===== src/rtl/phy_init_seq_multi_pkg.sv =====
// phy_init_seq_multi_pkg: shared state encoding and helpers for the staggered PHY initialiser
package phy_init_seq_multi_pkg;

    typedef enum logic [1:0] {IDLE, ASSERT, HOLD, SETTLE} state_t;

    function automatic int max3(input int a, input int b, input int c);
        max3 = (a > b) ? ((a > c) ? a : c) : ((b > c) ? b : c);
    endfunction

    function automatic logic [2:0] first_set(input logic [7:0] v);
        first_set = '0;
        for (int i = 7; i >= 0; i--)
            if (v[i]) first_set = 3'(i);
    endfunction

endpackage


===== src/rtl/phy_seq_timer.sv =====
// phy_seq_timer: loadable down-counter that parks at zero
module phy_seq_timer #(
    parameter int W = 4
) (
    input  logic         clk_50,
    input  logic         reset,
    input  logic         load_i,
    input  logic [W-1:0] load_val_i,
    output logic [W-1:0] cnt_o,
    output logic         zero_o
);

    logic [W-1:0] cnt_q;

    // load wins over counting; no wrap below zero
    always_ff @(posedge clk_50) begin
        if (reset) cnt_q <= '0;
        else if (load_i) cnt_q <= load_val_i;
        else if (cnt_q != '0) cnt_q <= cnt_q - 1'b1;
    end

    assign cnt_o  = cnt_q;
    assign zero_o = (cnt_q == '0);

endmodule


===== src/rtl/phy_init_seq_multi.sv =====
// phy_init_seq_multi: sequences NUM_PHY PHYs through reset, strap hold and settle one at a time
module phy_init_seq_multi
    import phy_init_seq_multi_pkg::*;
#(
    parameter int NUM_PHY       = 2,
    parameter int STRAP_W       = 14,
    parameter int RST_CYCLES    = 50000,
    parameter int HOLD_CYCLES   = 50,
    parameter int SETTLE_CYCLES = 250000
) (
    input  logic                       clk_50,
    input  logic                       reset,
    input  logic [NUM_PHY*STRAP_W-1:0] strap_cfg,
    input  logic [NUM_PHY-1:0]         reinit_req,
    output logic [NUM_PHY*STRAP_W-1:0] strap_out,
    output logic [NUM_PHY-1:0]         strap_oe,
    output logic [NUM_PHY-1:0]         phy_hw_rst_n,
    output logic [NUM_PHY-1:0]         phy_ready,
    output logic                       busy
);

    localparam int CW = $clog2(max3(RST_CYCLES, HOLD_CYCLES, SETTLE_CYCLES) + 1);
    localparam int KW = (NUM_PHY > 1) ? $clog2(NUM_PHY) : 1;

    state_t                     state_q, state_d;
    logic [KW-1:0]              k_q, k_d;
    logic [NUM_PHY-1:0]         pending_q, pend_d, accept;
    logic [NUM_PHY*STRAP_W-1:0] strap_q;
    logic [NUM_PHY-1:0]         oe_q, rst_n_q, ready_q;
    logic                       busy_q, restart, tload, zero;
    logic [CW-1:0]              tval, tcnt;

    phy_seq_timer #(.W(CW)) u_timer (
        .clk_50     (clk_50),
        .reset      (reset),
        .load_i     (tload),
        .load_val_i (tval),
        .cnt_o      (tcnt),
        .zero_o     (zero)
    );

    // next state, pending mask and timer reloads; a restart of the active channel
    // loads one extra cycle so it matches the IDLE-select cycle of a normal re-init
    always_comb begin
        restart = (state_q != IDLE) && reinit_req[k_q];
        accept  = reinit_req & ready_q;
        state_d = state_q;
        k_d     = k_q;
        pend_d  = pending_q | accept;
        tload   = restart;
        tval    = CW'(RST_CYCLES);
        case (state_q)
            IDLE: if (|pending_q) begin
                state_d = ASSERT;
                k_d     = KW'(first_set(8'(pending_q)));
                tload   = 1'b1;
                tval    = CW'(RST_CYCLES - 1);
            end
            ASSERT: if (zero) begin
                state_d = HOLD;
                tload   = 1'b1;
                tval    = CW'(HOLD_CYCLES - 1);
            end
            HOLD: if (zero) begin
                state_d = SETTLE;
                tload   = 1'b1;
                tval    = CW'(SETTLE_CYCLES - 1);
            end
            default: if (zero) begin
                state_d     = IDLE;
                pend_d[k_q] = 1'b0;
            end
        endcase
        if (restart) begin
            state_d     = ASSERT;
            tload       = 1'b1;
            tval        = CW'(RST_CYCLES);
            pend_d[k_q] = 1'b1;
        end
    end

    // sequencer state and per-channel registered pin controls
    always_ff @(posedge clk_50) begin
        if (reset) begin
            state_q   <= IDLE;
            k_q       <= '0;
            pending_q <= '1;
            strap_q   <= strap_cfg;
            oe_q      <= '1;
            rst_n_q   <= '0;
            ready_q   <= '0;
            busy_q    <= 1'b1;
        end else begin
            state_q   <= state_d;
            k_q       <= k_d;
            pending_q <= pend_d;
            busy_q    <= (state_d != IDLE) || (|pend_d);
            for (int j = 0; j < NUM_PHY; j++)
                if (accept[j]) begin
                    ready_q[j]                   <= 1'b0;
                    rst_n_q[j]                   <= 1'b0;
                    oe_q[j]                      <= 1'b1;
                    strap_q[j*STRAP_W +: STRAP_W] <= strap_cfg[j*STRAP_W +: STRAP_W];
                end
            if (restart) begin
                rst_n_q[k_q]                   <= 1'b0;
                oe_q[k_q]                      <= 1'b1;
                strap_q[k_q*STRAP_W +: STRAP_W] <= strap_cfg[k_q*STRAP_W +: STRAP_W];
            end else if (zero && state_q == ASSERT) rst_n_q[k_q] <= 1'b1;
            else if (zero && state_q == HOLD) oe_q[k_q] <= 1'b0;
            else if (zero && state_q == SETTLE) ready_q[k_q] <= 1'b1;
        end
    end

    assign strap_out    = strap_q;
    assign strap_oe     = oe_q;
    assign phy_hw_rst_n = rst_n_q;
    assign phy_ready    = ready_q;
    assign busy         = busy_q;

endmodule


===== config.mk =====
export PLATFORM = sky130hd
export DESIGN_NAME = phy_init_seq_multi
export DESIGN_NICKNAME = d
export VERILOG_FILES = /design/src/rtl/phy_init_seq_multi_pkg.sv /design/src/rtl/phy_seq_timer.sv /design/src/rtl/phy_init_seq_multi.sv
export SDC_FILE = /design/constraint.sdc
export NUM_CORES = 1
export LEC_CHECK = 0
export BUFFER_PORTS_ARGS = -buffer_cell sky130_fd_sc_hd__buf_2
export CAP_MARGIN = 25
export CORE_ASPECT_RATIO = 2
export CORE_MARGIN = 2
export CORE_UTILIZATION = 33
export DETAILED_ROUTE_END_ITERATION = 10
export PLACE_DENSITY = 0.51
export SKIP_CTS_REPAIR_TIMING = 1
export SLEW_MARGIN = 20
export SYNTH_ARGS = -nofsm -noshare
export SYNTH_HDL_FRONTEND = slang
export SYNTH_SLANG_ARGS = --single-unit

===== constraint.sdc =====
create_clock -name clk_50 -period 2.5 [get_ports clk_50]
set_input_delay 0.5 -clock clk_50 [delete_from_list [all_inputs] [get_ports clk_50]]
set_output_delay 0.5 -clock clk_50 [all_outputs]
set_load 0.03 [all_outputs]

# Word level (Yosys, flattened, before mapping)

Index checks and enable logic that the tools add are counted.

Bits in registers: 58
Input port bits: 32
Output and inout port bits: 35

Reductions and logical operators: 17
$add $sub $neg: 2
Multipliers: 1
Equality and inequality tests: 3
Shift operators: 3
Bitwise logic cells: 10
Order comparisons: 2
Multiplexer cells: 54

Operators by type and width:

| kind                                                   | number |
|---|---|
| 2-to-1 mux 18 bit                                      | 4 |
| 2-to-1 mux 14 bit                                      | 4 |
| 2-to-1 mux 28 bit                                      | 2 |
| case mux 18 bit (3 select lines)                       | 1 |
| 2-to-1 mux 2 bit                                       | 17 |
| negation 5 -> 34 bit                                   | 1 |
| variable shift 14 x 34 -> 28 bit, first input constant | 1 |
| indexed part select 14 x 34 -> 28 bit                  | 1 |
| bitwise mux 28 bit                                     | 1 |
| indexed part select 28 x 6 -> 14 bit                   | 1 |
| 2-to-1 mux 1 bit                                       | 20 |
| logical NOT 18 bit                                     | 1 |
| nonzero test 18 bit                                    | 1 |
| subtractor 18 x 1 -> 18 bit, second input constant     | 1 |
| 2-to-1 mux 16 bit                                      | 1 |
| bitwise OR 2 bit                                       | 5 |
| AND 2 bit                                              | 4 |
| case mux 2 bit (3 select lines)                        | 1 |
| nonzero test 2 bit                                     | 3 |
| OR reduction 2 bit                                     | 3 |
| logical AND 1 bit                                      | 5 |
| 2-to-1 mux 5 bit                                       | 1 |
| equality test 2 bit, second input constant             | 2 |
| multiplier 1 x 3 -> 4 bit, second input constant       | 1 |
| 10 further kinds                                       | 10 |

# Depth between registers and ports, before layout

Gate-level depths: netlist of the first run.

Word-level depth: 12
Depth in mapped cells: 9
Gate-level depth less buffers: 7

# Cells and area by module

From an unflattened synthesis of the first run, not the netlist that was laid out.

Cells, all modules: 277
Area, all modules: 2718.9 um2

By module, submodules not included:

| module             | area an instance (um2) | cells each | sequential area each (um2) | instances |
|---|---|---|---|---|
| phy_init_seq_multi | 1725.4                 | 152        | 800.8                      | 1 |
| phy_seq_timer      | 993.5                  | 125        | 360.3                      | 1 |

# Worst setup path after synthesis of the first run

No wires, ideal clock.

Path kind: register -> register
From: register u_timer.cnt_q[12] (netlist: u_timer.cnt_o[12])
To: register busy_q (netlist: busy)
Clock period less this slack: 2.196 ns
Slack: 0.304 ns
Arrival time: 2.067 ns
Stages on the path, launching flop included: 8
Setup time: 0.129 ns
Cell sequence: dfxtp_1 or4_4 or4_1 buf_6 nor2_8 buf_6 o221a_1 nand4_1

Longest elaborated chain between the ends: 7
Elaborated cells on any way between the ends: 13
Those cells by class: mux: 8; bitwise: 1; reduce/logical: 4

Ends and longest elaborated chain:

| item                              | RTL line                 | RTL |
|---|---|---|
| from (decl)                       | phy_seq_timer.sv:13      | `logic [W-1:0] cnt_q;` |
| from (signal assigned)            | phy_seq_timer.sv:18      | `else if (load_i) cnt_q <= load_val_i;` |
| from (signal assigned)            | phy_seq_timer.sv:19      | `else if (cnt_q != '0) cnt_q <= cnt_q - 1'b1;` |
| logical NOT 18 bit *              | phy_seq_timer.sv:23      | `assign zero_o = (cnt_q == '0);` |
| 2-to-1 mux 2 bit                  | phy_init_seq_multi.sv:69 | `default: if (zero) begin` |
| 2-to-1 mux 2 bit                  | phy_init_seq_multi.sv:52 | `case (state_q)` |
| bitwise OR 2 bit (no source line) | -                        |  |
| 2-to-1 mux 2 bit                  | phy_init_seq_multi.sv:74 | `if (restart) begin` |
| OR reduction 2 bit                | phy_init_seq_multi.sv:97 | `busy_q <= (state_d != IDLE) \|\| (\|pend_d);` |
| logical OR 1 bit *                | phy_init_seq_multi.sv:97 |  |
| to (signal assigned)              | phy_init_seq_multi.sv:97 |  |
| to (decl)                         | phy_init_seq_multi.sv:30 | `logic busy_q, restart, tload, zero;` |

Mark *: on every way between the ends. The rest lies on a longest branch, timed or not.
A chain may end at the register's enable or synchronous reset.

# Final worst setup path of the first run

Same ends and word-level chain as after synthesis.

==> metrics.md, run 1 <==
| Metric | Value |
|---|---|
| Gate Count Post-Synth | approximately 280 |
| Pin count of the biggest net entering global routing | 17 |
| Diodes inserted | 0 |
| Layout cells sized above 1 | approximately 38% |
| Synth Area in Simple Gates | 18.4% |
| Clk root buf | clkbuf_16 |
| Num rows | 46 |
| Max VDD drop | about 0.00051 V |
| Crit Path Max Fanout | 8 |
| Gpl congestion | just over 0.9 |
| Async S/R FF share, synth | 0% |
| Sw Share | 28.9% |
| GRT overflow | 0 |
| Clock Power Share | 42.1% |
| Vias in the first global route | 2429 |
| Mux share of post-synthesis cell area | 12.4% |
| Avg WL per Cell | 15.8 µm |
| I/O Buffers | 66 |
| Post-route non-filler standard cell count | 462 |
| Critical Path Sink | busy |
| EDFF count, synth | 0 |
| Critical path type | flip-flop to flip-flop |
| Layout area overhead | 29.6% |
| TritonCTS Sinks | 58 |
| Minimum clock period | 2370 ps |
| Post-synth top flop | dfxtp_1 |
| Period utilisation layout | 94.7% |
| Worst skew pair latency | around 330 ps |
| Ordered cell list for the critical path | or4_4 -> or4_1 -> buf_4 -> nor3_1 -> a2bb2oi_1 -> nand4_1 |
| # fillers | 816 |
| Synth cell types | 53 |
| #FFs+latches synth | 58 |
| Initial Utilization | 34.1% |
| Relative slew slack | ~56% |
| DRT Pass-1 Iters | 5 |
| Number of buffers created by CTS | 9 |
| Cells after DPL | approximately 450 |
| Post-Syn Area | 2710 µm² |
| Setup crit start | u_timer.cnt_o[12] |
| Slew Viols, Final | 0 |
| Static leakage | about 0.0015 µW |
| Pwr Density | 797 nW/µm² |
| R2r startpoint | u_timer.cnt_o[12] |
| Synth Area in Compound Gates | approximately 16% |
| NetSw | roughly 810 µW |
| Vias | between 2000 and 2500 |
| Status | finished, final reports clean |
| Setup TNS | 0 ps |
| CP Data Arrival Time | 2580 ps |
| Type of the tightest min-delay check | input port to flip-flop |
| R2r setup slk | 130 ps |
| Adder-cell share of the synthesized area | 3.23% |
| Initial drt markers | 97 |
| Worst-path clk slew | around 50 ps |
| Final Total Pwr | 2800 µW |
| Syn_nets | 320 |
| Worst EP required | 2710 ps |
| I/O pin count | 67 |
| Avg Cell Area, Syn | 9.64 µm² |
| Hold_sp | strap_cfg[10] |
| Crit start category | flip-flop |
| Combinational power share | between 20% and 30% |
| Die width | 68.1 µm |
| H-tree depth | 3 |
| Longest Clk Path Bufs | 2 |
| Sequential power share | 37.7% |
| Depth of the worst register-to-register path | 6 |
| Crit-path slowest cell | or4_4 |
| Final net count | 400 |
| Worst slew pin tran | 650 ps |
| CTS tree | done |
| Final setup fails | 0 |
| Total track usage | 18.0% |
| Max incr delay on CP | ~580 ps |
| Pint | 1990 µW |
| Achievable frequency | ~420 MHz |
| Die area | 8990 µm² |
| Largest family of logic cells by synthesized area | simple AND/OR/NAND/NOR gates |
| Final hold violation count | 0 |
| DRC errors left | 0 |
| Worst R2R End | busy |
| Unrepaired setup endpoints after global routing | false |
| Crit. End Element | flip-flop |
| Number of synthesis warnings | 0 |
| Initial antenna violation count | 0 |
| ANT nets after route | 0 |
| First-pass GRT wire length | 11.9 mm |
| Core Box Area | 7940 µm² |
| Via density | 5.13 |
| Synth Area in XOR/XNOR | roughly 3.9% |
| HPWL after detailed placement | 5.80 mm |
| Clock skew | between 5 and 6 ps |
| Seq/Total Area, Yosys | 42.9% |
| Die Span Y | 132 µm |
| DRT Wirelength | 7.31 mm |
| Total of max-cap violations | 0 |
-- flip-flops by register name, summed over array words and instances (netlist names) --
signal,flops
strap_out,28
u_timer.cnt_o,18
pending_q,2
phy_hw_rst_n,2
phy_ready,2
state_q,2
strap_oe,2
busy,1
k_q,1
-- logic make-up after synthesis --
group,after synthesis
buf+inv,18
xor+xnor,12
compound gates,64
mux,30
simple gates,92
fa+ha+maj,7
flops,58
-- critical path, delay by kind of cell (launching register included) --
family                 cells  cell delay, ps
AO/OA/AOI/OAI              1             280
flip-flops                 1             340
AND/OR/NAND/NOR            4            1420
buffers and inverters      1             200
-- through the flow --
stage | worst slack (ps) | hold slack [ps] | util [%] | cell area, µm²
after floorplan | 304 | 444 | - | 2710
after detailed placement | 128 | 463 | 40.4 | 3210
after CTS | 99.0 | 384 | 44.0 | 3500
after global placement | 162 | 456 | 40.3 | 3200
final | 131 | 394 | 44.2 | 3510
after global routing | 36.0 | 387 | 44.2 | 3510
-- area by class of cell --
cell class,count,area (µm²),area share [%]
clock buffer,10,229,6.53
clock inverter,6,57.6,1.64
inverter,6,22.5,0.642
multi-input combinational,205,1470,41.9
sequential,58,1160,33.1
tap,96,120,3.42
timing repair buffer,81,447,12.7
-- cells in the mapped netlist (2+ instances only) --
cell type	instances	area [µm²]
a21o_1	2	15.0
a21oi_1	21	105
a31oi_1	4	25.0
a32oi_1	2	17.5
buf_1	2	7.51
buf_2	2	10.0
buf_6	2	22.5
clkbuf_1	6	22.5
dfxtp_1	58	1160
ha_1	7	87.6
inv_1	6	22.5
mux2_2	28	315
mux2i_1	2	20.0
nand2_1	21	78.8
nand2b_1	8	50.1
nand3_1	4	20.0
nand4_1	3	18.8
nor2_1	23	86.3
nor2b_1	3	18.8
nor3_1	8	40.0
nor3b_1	3	22.5
nor4_1	3	18.8
nor4_2	2	25.0
o21a_1	2	15.0
o21ai_0	8	40.0
o21ai_1	4	20.0
o21bai_1	3	22.5
o22ai_1	3	18.8
o41ai_1	2	17.5
or2_2	2	12.5
or4_1	5	37.5
xnor2_1	5	43.8
xor2_1	7	61.3
-- cells in the final DEF, fill, tap and decap left out, drive strengths merged, types with 2 or more instances in the layout --
master   n
mux2i    2
a211oi   2
nor2    24
nor3     9
o21ai   12
nor3b    3
clkbuf  10
o41ai    2
dfxtp   58
or2      3
or4      6
inv      6
a31oi    4
mux2    28
o31ai    2
a21oi   21
xnor2    5
o21a     2
nand2   22
o22ai    3
nand2b   8
a21o     2
buf     81
clkinv   4
nand3    5
nand4    3
ha       7
nor4     5
a32oi    2
o21bai   3
nor2b    3
xor2     7
-- routing by layer --
| metal | track usage [%] | vias to the layer above | wire length (µm) |
|---|---|---|---|
| met5 | 0 | - | 0 |
| met4 | 9.78 | 0 | 231 |
| met3 | 4.27 | 16 | 334 |
| met2 | 32.8 | 77 | 4290 |
| met1 | 17.4 | 1096 | 2460 |
| li1 | - | 1181 | - |
-- power by group through the flow --
stage / Sequential (µW) / Clock, µW / Combinational, µW
floorplan: 1170 / 0 / 276
global route: 1060 / 1250 / 613
CTS: 1050 / 1210 / 570
finish: 1050 / 1180 / 566
global placement: 1070 / 0 / 564
detailed placement: 1070 / 0 / 566
-- worst min path at each step --
stage                        endpoint  slack (ps)  cells past startpoint
finish                  strap_out[10]         390                      2
global route            strap_out[22]         390                      2
CTS                     strap_out[11]         380                      2
detailed placement      strap_out[11]         460                      1
global placement        strap_out[11]         460                      1
floorplan           u_timer.cnt_o[11]         440                      2
Note: power is estimated with default switching activity, not from simulation.
==> inputs of run 2 (changes only) <==
==> constraint.sdc (replaced) <==
create_clock -name clk_50 -period 2.2 [get_ports clk_50]
set_input_delay 0.44 -clock clk_50 [delete_from_list [all_inputs] [get_ports clk_50]]
set_output_delay 0.44 -clock clk_50 [all_outputs]
set_load 0.03 [all_outputs]
==> metrics.md, run 2 (same netlist as run 1, synthesis figures left out) <==
| Metric | Value |
|---|---|
| CP Data Arrival Time | 2430 ps (-150 ps) |
| Relative slew slack | 59.7% (+3.2 points) |
| Gpl congestion | 0.849 (-7.7%) |
| Max incr delay on CP | 540 ps (-40 ps) |
| Final Total Pwr | 3260 µW (+16%) |
| Total track usage | 18.1% (+0.11 points) |
| Initial antenna violation count | 0 (unchanged) |
| H-tree depth | 3 (unchanged) |
| Leading cell type in the layout, fill and taps excluded | buf_2 |
| Avg WL per Cell | 15.5 µm (-2.1%) |
| HPWL after detailed placement | 5.98 mm (+3.1%) |
| Static leakage | 0.00165 µW (+10%) |
| Most frequent cells in the layout | buf_2, dfxtp_1, buf_4, mux2_2, nor2_1 |
| Design Area, Final | 3800 µm² (+8.3%) |
| CTS tree | done |
| Minimum clock period | 2200 ps (-173 ps) |
| Pin count of the biggest net entering global routing | 17 (unchanged) |
| Core Box Area | 7940 µm² (unchanged) |
| Type of the tightest min-delay check | input port to flip-flop |
| Post-route setup slack | 4.51 ps (-127 ps) |
| Ordered cell list for the critical path | or4_4 -> or4_4 -> buf_8 -> o31ai_4 -> nand2_2 -> a221oi_2 |
| Longest Clk Path Bufs | 2 (unchanged) |
| GRT overflow | 0 (unchanged) |
| Placed Area | 3400 µm² (+6.0%) |
| Worst slew pin tran | 605 ps (-45.7 ps) |
| Vias in the first global route | 2576 (+6.1%) |
| I/O pin count | 67 (unchanged) |
| Die area | 8990 µm² (unchanged) |
| Die Span Y | 132 µm (unchanged) |
| Initial drt markers | 69 (-29%) |
| Worst skew pair latency | 320 ps (about the same) |
| TritonCTS Sinks | 58 (unchanged) |
| Slew Viols, Final | 0 (unchanged) |
| ANT nets after route | 0 (unchanged) |
| Cell mode on critical path | or4_4 |
| I/O Buffers | 66 (unchanged) |
| Achievable frequency | 455 MHz (+7.9%) |
| Number of buffers created by CTS | 9 (unchanged) |
| Die width | 68.1 µm (unchanged) |
| Max FFs per register | 28 (unchanged) |
| Worst EP required | 2430 ps (-280 ps) |
| Crit. End Element | flip-flop |
| Clock skew | 7.45 ps (+2.01 ps) |
| Layout cells sized above 1 | 44.8% (+7.1 points) |
| Vias | 2457 (+3.7%) |
| Setup TNS | 0 ps (unchanged) |
| Initial Utilization | 34.1% (unchanged) |
| Unrepaired setup endpoints after global routing | true |
| Pwr Density | 857 nW/µm² (+7.5%) |
| Status | finished, final reports clean |
| Final setup fails | 0 (unchanged) |
| DRT Pass-1 Iters | 4 (-1) |
| Max VDD drop | 0.000627 V (+22%) |
| Layout area overhead | 40.3% |
| Via density | 5.02 (-2.1%) |
| Final hold violation count | 0 (unchanged) |
| DRC errors left | 0 (unchanged) |
| Final net count | 428 (+7.0%) |
| Num rows | 46 (unchanged) |
| Crit-path slowest cell | or4_4 |
| Period utilisation layout | 99.8% (+5.1 points) |
| Crit Path Max Fanout | 5 (-3) |
| R2r setup slk | 5 ps (-130 ps) |
| Critical path type | flip-flop to flip-flop |
| Worst-path clk slew | 50 ps (about the same) |
| Diodes inserted | 0 (unchanged) |
| Total of max-cap violations | 0 (unchanged) |
| DRT Wirelength | 7.58 mm (+3.6%) |
| First-pass GRT wire length | 12.0 mm (+0.98%) |
| Dpl ws | -86.0 ps (-214 ps) |
| Crit start category | flip-flop |
| Clk root buf | clkbuf_16 |
[run 2: changes by cell type in the layout (fill, tap and decap cells not counted), moves of 2 or more]
| cell | change |
|---|---|
| nor3_2 | +2 |
| nor3_1 | -2 |
| clkinv_2 | -2 |
| buf_4 | +27 |
| or4_1 | -2 |
| a21oi_1 | -2 |
| a21oi_2 | +2 |
| or4_4 | +2 |
[run 2: path summary, 6_finish.rpt]
path | from | end | cells after the start
max | u_timer.cnt_o[10] | u_timer.cnt_o[1] | 6
min | strap_cfg[12] | strap_out[12] | 2
min reg2reg | strap_out[5] | strap_out[5] | 1
max reg2reg | u_timer.cnt_o[10] | u_timer.cnt_o[1] | 6
[run 2: layer usage]
layer  wire length [µm]  up-vias  GRT usage, %
li1                   -     1228             -
met1               2660     1157          16.7
met2               4480       63          34.4
met3                263        9          4.61
met4                174        0          8.44
met5                  0        -             0
[run 2: critical path, delay by kind of cell, from the launching register on]
family | cells | cell delay [ps]
buffers and inverters | 1 | 160
flip-flops | 1 | 300
AO/OA/AOI/OAI | 2 | 460
AND/OR/NAND/NOR | 3 | 1170
[run 2: through the flow]
stage / utilization, % / cells / hold WS [ps]
after floorplan: - / 281 / 444
after global placement: 42.8 / 472 / 456
after detailed placement: 42.8 / 472 / 463
after CTS: 46.5 / 487 / 332
after global routing: 47.8 / 489 / 334
final: 47.8 / 489 / 339
[run 2: power by group]
part	leakage (µW)	internal, µW	switching, µW
Clock	0.000142	895	451
Combinational	0.00102	299	424
Sequential	0.000482	1140	45.2
Total	0.00165	2340	920
[run 2: area by class of cell]
| type | instances | area (µm²) |
|---|---|---|
| Inverter | 6 | 22.5 |
| Multi-Input combinational cell | 205 | 1550 |
| Clock inverter | 3 | 40.0 |
| Timing Repair Buffer | 109 | 664 |
| Clock buffer | 12 | 246 |
| Sequential cell | 58 | 1160 |
| Fill cell | 772 | 4140 |
| Tap cell | 96 | 120 |
